$ cat src/rtl/alu_issue_if.sv
// Handshake and ALU-side signal bundle for alu_issue_ctrl.
// Status outputs appear only when ALU_STATUS_EN is defined.
interface alu_issue_if #(
    parameter int WIDTH = 8,
    parameter int OPW   = 3
);
    logic             in_valid;
    logic             in_ready;
    logic [OPW-1:0]   in_op;
    logic [WIDTH-1:0] in_a;
    logic [WIDTH-1:0] in_b;
    logic             in_use_acc;
    logic [OPW-1:0]   alu_f;
    logic [WIDTH-1:0] alu_a;
    logic [WIDTH-1:0] alu_b;
    logic [WIDTH-1:0] alu_y;
    logic             out_valid;
    logic             out_ready;
    logic [WIDTH-1:0] out_y;
    logic [WIDTH-1:0] acc;
`ifdef ALU_STATUS_EN
    logic             out_zero;
    logic [15:0]      op_count;
`endif

    modport slave (
        input  in_valid, in_op, in_a, in_b, in_use_acc, alu_y, out_ready,
        output in_ready, alu_f, alu_a, alu_b, out_valid, out_y, acc
`ifdef ALU_STATUS_EN
        , output out_zero, op_count
`endif
    );

    modport master (
        output in_valid, in_op, in_a, in_b, in_use_acc, alu_y, out_ready,
        input  in_ready, alu_f, alu_a, alu_b, out_valid, out_y, acc
`ifdef ALU_STATUS_EN
        , input out_zero, op_count
`endif
    );
endinterface

$ cat src/rtl/alu_issue_ctrl.sv
// Sequential issue front end for a combinational ALU: one op in flight, result held until consumed.
// Optional status outputs (out_zero, op_count) enabled by defining ALU_STATUS_EN.
module alu_issue_ctrl #(
    parameter int WIDTH   = 8,
    parameter int OPW     = 3,
    parameter int ALU_LAT = 1
) (
    input logic      clk,
    input logic      rst,
    alu_issue_if.slave bus
);
    typedef enum logic [1:0] {IDLE = 2'd0, EXEC = 2'd1, DONE = 2'd2} state_t;

    state_t           state_q, state_d;
    logic [3:0]       cnt_q;
    logic [OPW-1:0]   f_q;
    logic [WIDTH-1:0] a_q, b_q, y_q, acc_q;
    logic             accept, lat_hit, consume;

    assign accept  = bus.in_valid && (state_q == IDLE);
    assign lat_hit = (state_q == EXEC) && (cnt_q == 4'(ALU_LAT - 1));
    assign consume = (state_q == DONE) && bus.out_ready;

    always_ff @(posedge clk or posedge rst) begin
        if (rst) state_q <= IDLE;
        else     state_q <= state_d;
    end

    always_comb begin
        state_d = state_q;
        case (state_q)
            IDLE:    if (accept)  state_d = EXEC;
            EXEC:    if (lat_hit) state_d = DONE;
            DONE:    if (consume) state_d = IDLE;
            default: state_d = IDLE;
        endcase
    end

    // Operands stay registered after capture so the ALU inputs only move on accept.
    always_ff @(posedge clk or posedge rst) begin
        if (rst) begin
            f_q   <= '0;
            a_q   <= '0;
            b_q   <= '0;
            cnt_q <= '0;
            y_q   <= '0;
            acc_q <= '0;
        end else begin
            if (accept) begin
                f_q   <= bus.in_op;
                b_q   <= bus.in_b;
                a_q   <= bus.in_use_acc ? acc_q : bus.in_a;
                cnt_q <= '0;
            end else if (state_q == EXEC) begin
                cnt_q <= cnt_q + 4'd1;
            end
            if (lat_hit) begin
                y_q   <= bus.alu_y;
                acc_q <= bus.alu_y;
            end
        end
    end

`ifdef ALU_STATUS_EN
    logic        zero_q;
    logic [15:0] cnt_ops_q;

    always_ff @(posedge clk or posedge rst) begin
        if (rst) begin
            zero_q    <= 1'b0;
            cnt_ops_q <= '0;
        end else begin
            if (lat_hit) zero_q    <= (bus.alu_y == '0);
            if (consume) cnt_ops_q <= cnt_ops_q + 16'd1;
        end
    end

    assign bus.out_zero = zero_q;
    assign bus.op_count = cnt_ops_q;
`endif

    assign bus.in_ready  = (state_q == IDLE);
    assign bus.out_valid = (state_q == DONE);
    assign bus.out_y     = y_q;
    assign bus.acc       = acc_q;
    assign bus.alu_f     = f_q;
    assign bus.alu_a     = a_q;
    assign bus.alu_b     = b_q;
endmodule

$ cat src/flat_wrapper.sv
// flat-port wrapper written by rule: the top's interface ports become plain ports
module alu_issue_ctrl_flat 
#(
    parameter int WIDTH   = 8,
    parameter int OPW     = 3,
    parameter int ALU_LAT = 1
)
  (clk, rst, bus_in_valid, bus_in_op, bus_in_a, bus_in_b, bus_in_use_acc, bus_alu_y, bus_out_ready, bus_in_ready, bus_alu_f, bus_alu_a, bus_alu_b, bus_out_valid, bus_out_y, bus_acc);
  alu_issue_if #(.WIDTH(WIDTH), .OPW(OPW)) bus_i ();
  input logic clk;
  input logic rst;
  input wire logic [$bits(bus_i.in_valid)-1:0] bus_in_valid;
  input wire logic [$bits(bus_i.in_op)-1:0] bus_in_op;
  input wire logic [$bits(bus_i.in_a)-1:0] bus_in_a;
  input wire logic [$bits(bus_i.in_b)-1:0] bus_in_b;
  input wire logic [$bits(bus_i.in_use_acc)-1:0] bus_in_use_acc;
  input wire logic [$bits(bus_i.alu_y)-1:0] bus_alu_y;
  input wire logic [$bits(bus_i.out_ready)-1:0] bus_out_ready;
  output wire logic [$bits(bus_i.in_ready)-1:0] bus_in_ready;
  output wire logic [$bits(bus_i.alu_f)-1:0] bus_alu_f;
  output wire logic [$bits(bus_i.alu_a)-1:0] bus_alu_a;
  output wire logic [$bits(bus_i.alu_b)-1:0] bus_alu_b;
  output wire logic [$bits(bus_i.out_valid)-1:0] bus_out_valid;
  output wire logic [$bits(bus_i.out_y)-1:0] bus_out_y;
  output wire logic [$bits(bus_i.acc)-1:0] bus_acc;
  assign bus_i.in_valid = bus_in_valid;
  assign bus_i.in_op = bus_in_op;
  assign bus_i.in_a = bus_in_a;
  assign bus_i.in_b = bus_in_b;
  assign bus_i.in_use_acc = bus_in_use_acc;
  assign bus_i.alu_y = bus_alu_y;
  assign bus_i.out_ready = bus_out_ready;
  assign bus_in_ready = bus_i.in_ready;
  assign bus_alu_f = bus_i.alu_f;
  assign bus_alu_a = bus_i.alu_a;
  assign bus_alu_b = bus_i.alu_b;
  assign bus_out_valid = bus_i.out_valid;
  assign bus_out_y = bus_i.out_y;
  assign bus_acc = bus_i.acc;
  alu_issue_ctrl #(.WIDTH(WIDTH), .OPW(OPW), .ALU_LAT(ALU_LAT)) u_core (.clk(clk), .rst(rst), .bus(bus_i));
endmodule
$ cat config.mk
export PLATFORM = sky130hd
export DESIGN_NAME = alu_issue_ctrl_flat
export DESIGN_NICKNAME = d
export VERILOG_FILES = /design/src/rtl/alu_issue_if.sv /design/src/rtl/alu_issue_ctrl.sv /design/src/flat_wrapper.sv
export SDC_FILE = /design/constraint.sdc
export NUM_CORES = 1
export LEC_CHECK = 0
export CORE_MARGIN = 8
export CORE_UTILIZATION = 41
export CTS_CLUSTER_DIAMETER = 100
export CTS_CLUSTER_SIZE = 25
export DETAILED_ROUTE_END_ITERATION = 7
export MAX_ROUTING_LAYER = met4
export PLACE_DENSITY = 0.79
export SLEW_MARGIN = 15
export SYNTH_ARGS = -nofsm -noshare
export SYNTH_HDL_FRONTEND = slang
export SYNTH_SLANG_ARGS = --single-unit
$ cat constraint.sdc
create_clock -name clk -period 2.05 [get_ports clk]
set_clock_uncertainty 0.15 [all_clocks]
set_input_delay 0.41 -clock clk [delete_from_list [all_inputs] [get_ports clk]]
set_output_delay 0.41 -clock clk [all_outputs]
set_load 0.05 [all_outputs]
==> impl_metrics.ini <==
[outcome]
status = completed

[clock_tree]
cts_root_buf = clkbuf_4
clock_sinks = 33
cts_made_buffers = 5
clk_path_buf_depth = 2
cts_hold_buffers = 0
htreeDepth = 2
insertion_delay_ps = 340
post_cts_buffers = 0
cts-resized-gates = 0
cts_tree = done
path_clk_slew_ps = 110

[floorplan]
pin_count = 69
core_area_mm2 = 0.00358
die_h_um = 76.5
dieArea_mm2 = 0.00585
die_w_um = 76.5
fp-row-count = 22
initial_core_util_pct = 41.9

[route]
wirelength_um = 3510
drtIter0Drc = 60
antenna_left = 0
vias_per_cell = 4.79
via_count = 1102
avgRoutedWirePerCell_um = 15.3
drc_errors = 0
first_pass_iters = 4

[place]
dpl_cell_area_mm2 = 0.00210
hpwl_um = 2830
place.port_buffers = 68
gp_congestion = 0.747

[timing]
fin_crit_sh_pct = 89.9
worstMarginPinSlew_ps = 339
slew_headroom_pct = 77.4
achievable-frequency_mhz = 542
hold_viol_final = 0
grt_setup_unrepaired = false
setup_viol = 0
finalWorstPathRequiredPeriod_ps = 1840
slew_viol_final = 0
setup-tns-final_ps = 0

[setup_path]
r2r_start = u_core.cnt_q[0]
cp.required_ps = 1490
rrSetupSlack_ps = 350
cp_data_arrival_time_ps = 1280
startpoint_type = register
cp_max_fo = 9
cp-end-kind = output pin
crit_type = reg2out
path_cells = nand2b_1 > inv_1 > buf_12
slowest_stage = dfrtp_1
crit-reg2reg-capture = u_core.bus.out_y[3]
reg2reg_depth = 5
max_stage_delay_ps = 500

[global_routing]
antenna_found_initial = 0
grt_pass1_vias = 1163
grt_start_max_net_pins = 28
grt.total_usage_pct = 12.4
grt.overflow.total = 0
grt_pass1_wl_um = 5680

[synthesis]
seq_area_frac_synth_pct = 55.1
syn_area_mm2 = 0.00150
synth_ff_type = dfrtp_1
ys_ff_latch = 33
avgSynthCellArea_um2 = 13.0
syn_nets = 149
synth.distinct_cells = 22
syn_inst = 115
synth-async-reset-ratio_pct = 100
synth-edff-count = 0
synth_warnings = 0

[run]
max_cap_viol_count = 0

[cells_and_area]
num-nets-final = 215
drive_gt1_share_pct = 39.6
final_area_mm2 = 0.00219
antenna_cells = 0
area_growth_pct = 46.2

[worst_hold_path]
hp-class = in2async
[Yosys cell counts (all sizes together) (2+ instances only)]
| library cell | count | area, um^2 |
|---|---|---|
| a21oi | 9 | 45.0 |
| a22o | 2 | 17.5 |
| buf | 12 | 114 |
| dfrtp | 33 | 826 |
| ha | 2 | 25.0 |
| inv | 4 | 15.0 |
| mux2 | 20 | 240 |
| mux2i | 8 | 80.1 |
| nand2 | 3 | 13.8 |
| nand2b | 2 | 12.5 |
| nand3 | 2 | 10.0 |
| nor2 | 10 | 37.5 |
| nor3b | 2 | 25.0 |
| o21ai | 2 | 10.0 |
[registers in the layout (all words and copies together) (netlist names)]
register / flops
u_core.bus.alu_f: 3
u_core.bus.out_y: 8
u_core.bus.alu_b: 8
u_core.state_q: 2
u_core.bus.alu_a: 8
u_core.cnt_q: 4
[how the worst max path moves through the flow]
stage,start,end,slack (ps)
3_3_place_gp,bus_in_valid,u_core.bus.alu_b[4],130
2_1_floorplan,u_core.state_q[0],bus_in_ready,350
4_1_cts,u_core.state_q[0],bus_out_valid,190
3_5_place_dp,bus_in_valid,u_core.bus.alu_b[0],90
5_1_grt,u_core.state_q[0],bus_out_valid,130
6_report,u_core.state_q[0],bus_out_valid,210
[routing by layer]
metal	wire length, um	GRT usage (%)
met4	53	5.19
met5	0	-
met3	252	4.95
met2	1720	19.4
met1	1480	13.7
[cell type report]
| cell class | count | area [um^2] |
|---|---|---|
| Timing Repair Buffer | 72 | 656 |
| Tap cell | 48 | 60.1 |
| Clock inverter | 2 | 37.5 |
| Multi-Input combinational cell | 65 | 547 |
| Sequential cell | 33 | 826 |
| Inverter | 4 | 15.0 |
| Fill cell | 308 | 1390 |
| Clock buffer | 6 | 51.3 |
[layout by cell type, fill, tap and decap left out, drive strengths merged]
| cell type | count |
|---|---|
| nor3b | 2 |
| nand2 | 3 |
| a21oi | 9 |
| clkinvlp | 1 |
| a22o | 2 |
| mux2i | 8 |
| mux2 | 20 |
| clkdlybuf4s50 | 31 |
| inv | 4 |
| buf | 41 |
| clkbuf | 6 |
| o21bai | 1 |
| nand3 | 2 |
| o21ai | 2 |
| dfrtp | 33 |
| nand2b | 2 |
| nor2 | 10 |
| ha | 2 |
| bufinv | 1 |
| and2b | 1 |
| o311ai | 1 |
[cell families (layout without fill, tap and decap cells)]
kind of cell             Yosys count  count (layout)  synth area share, %
flip-flops                        33              33                 55.1
buffers and inverters             17              84                 8.85
AO/OA/AOI/OAI                     15              15                 5.93
AND/OR/NAND/NOR                   20              20                 7.10
adder cells (fa/ha/maj)            2               2                 1.67
multiplexers                      28              28                 21.4
[stage by stage]
step                      hold WS (ps)  worst slack, ps  std cells  util [%]
after CTS                          214              190        230      61.3
final                              224              206        230      61.3
after floorplan                    355              348        115         -
after global placement             345              127        222      58.8
after global routing               228              127        230      61.3
after detailed placement           347             85.6        222      58.8
[worst max-delay path: cells and delay by family (launching register included)]
family | cells | cell delay [ps]
AND/OR/NAND/NOR | 1 | 200
buffers and inverters | 2 | 240
flip-flops | 1 | 500
Power is not shown: default switching activity piles up to over one toggle a cycle in this logic, so the estimate is an artifact.
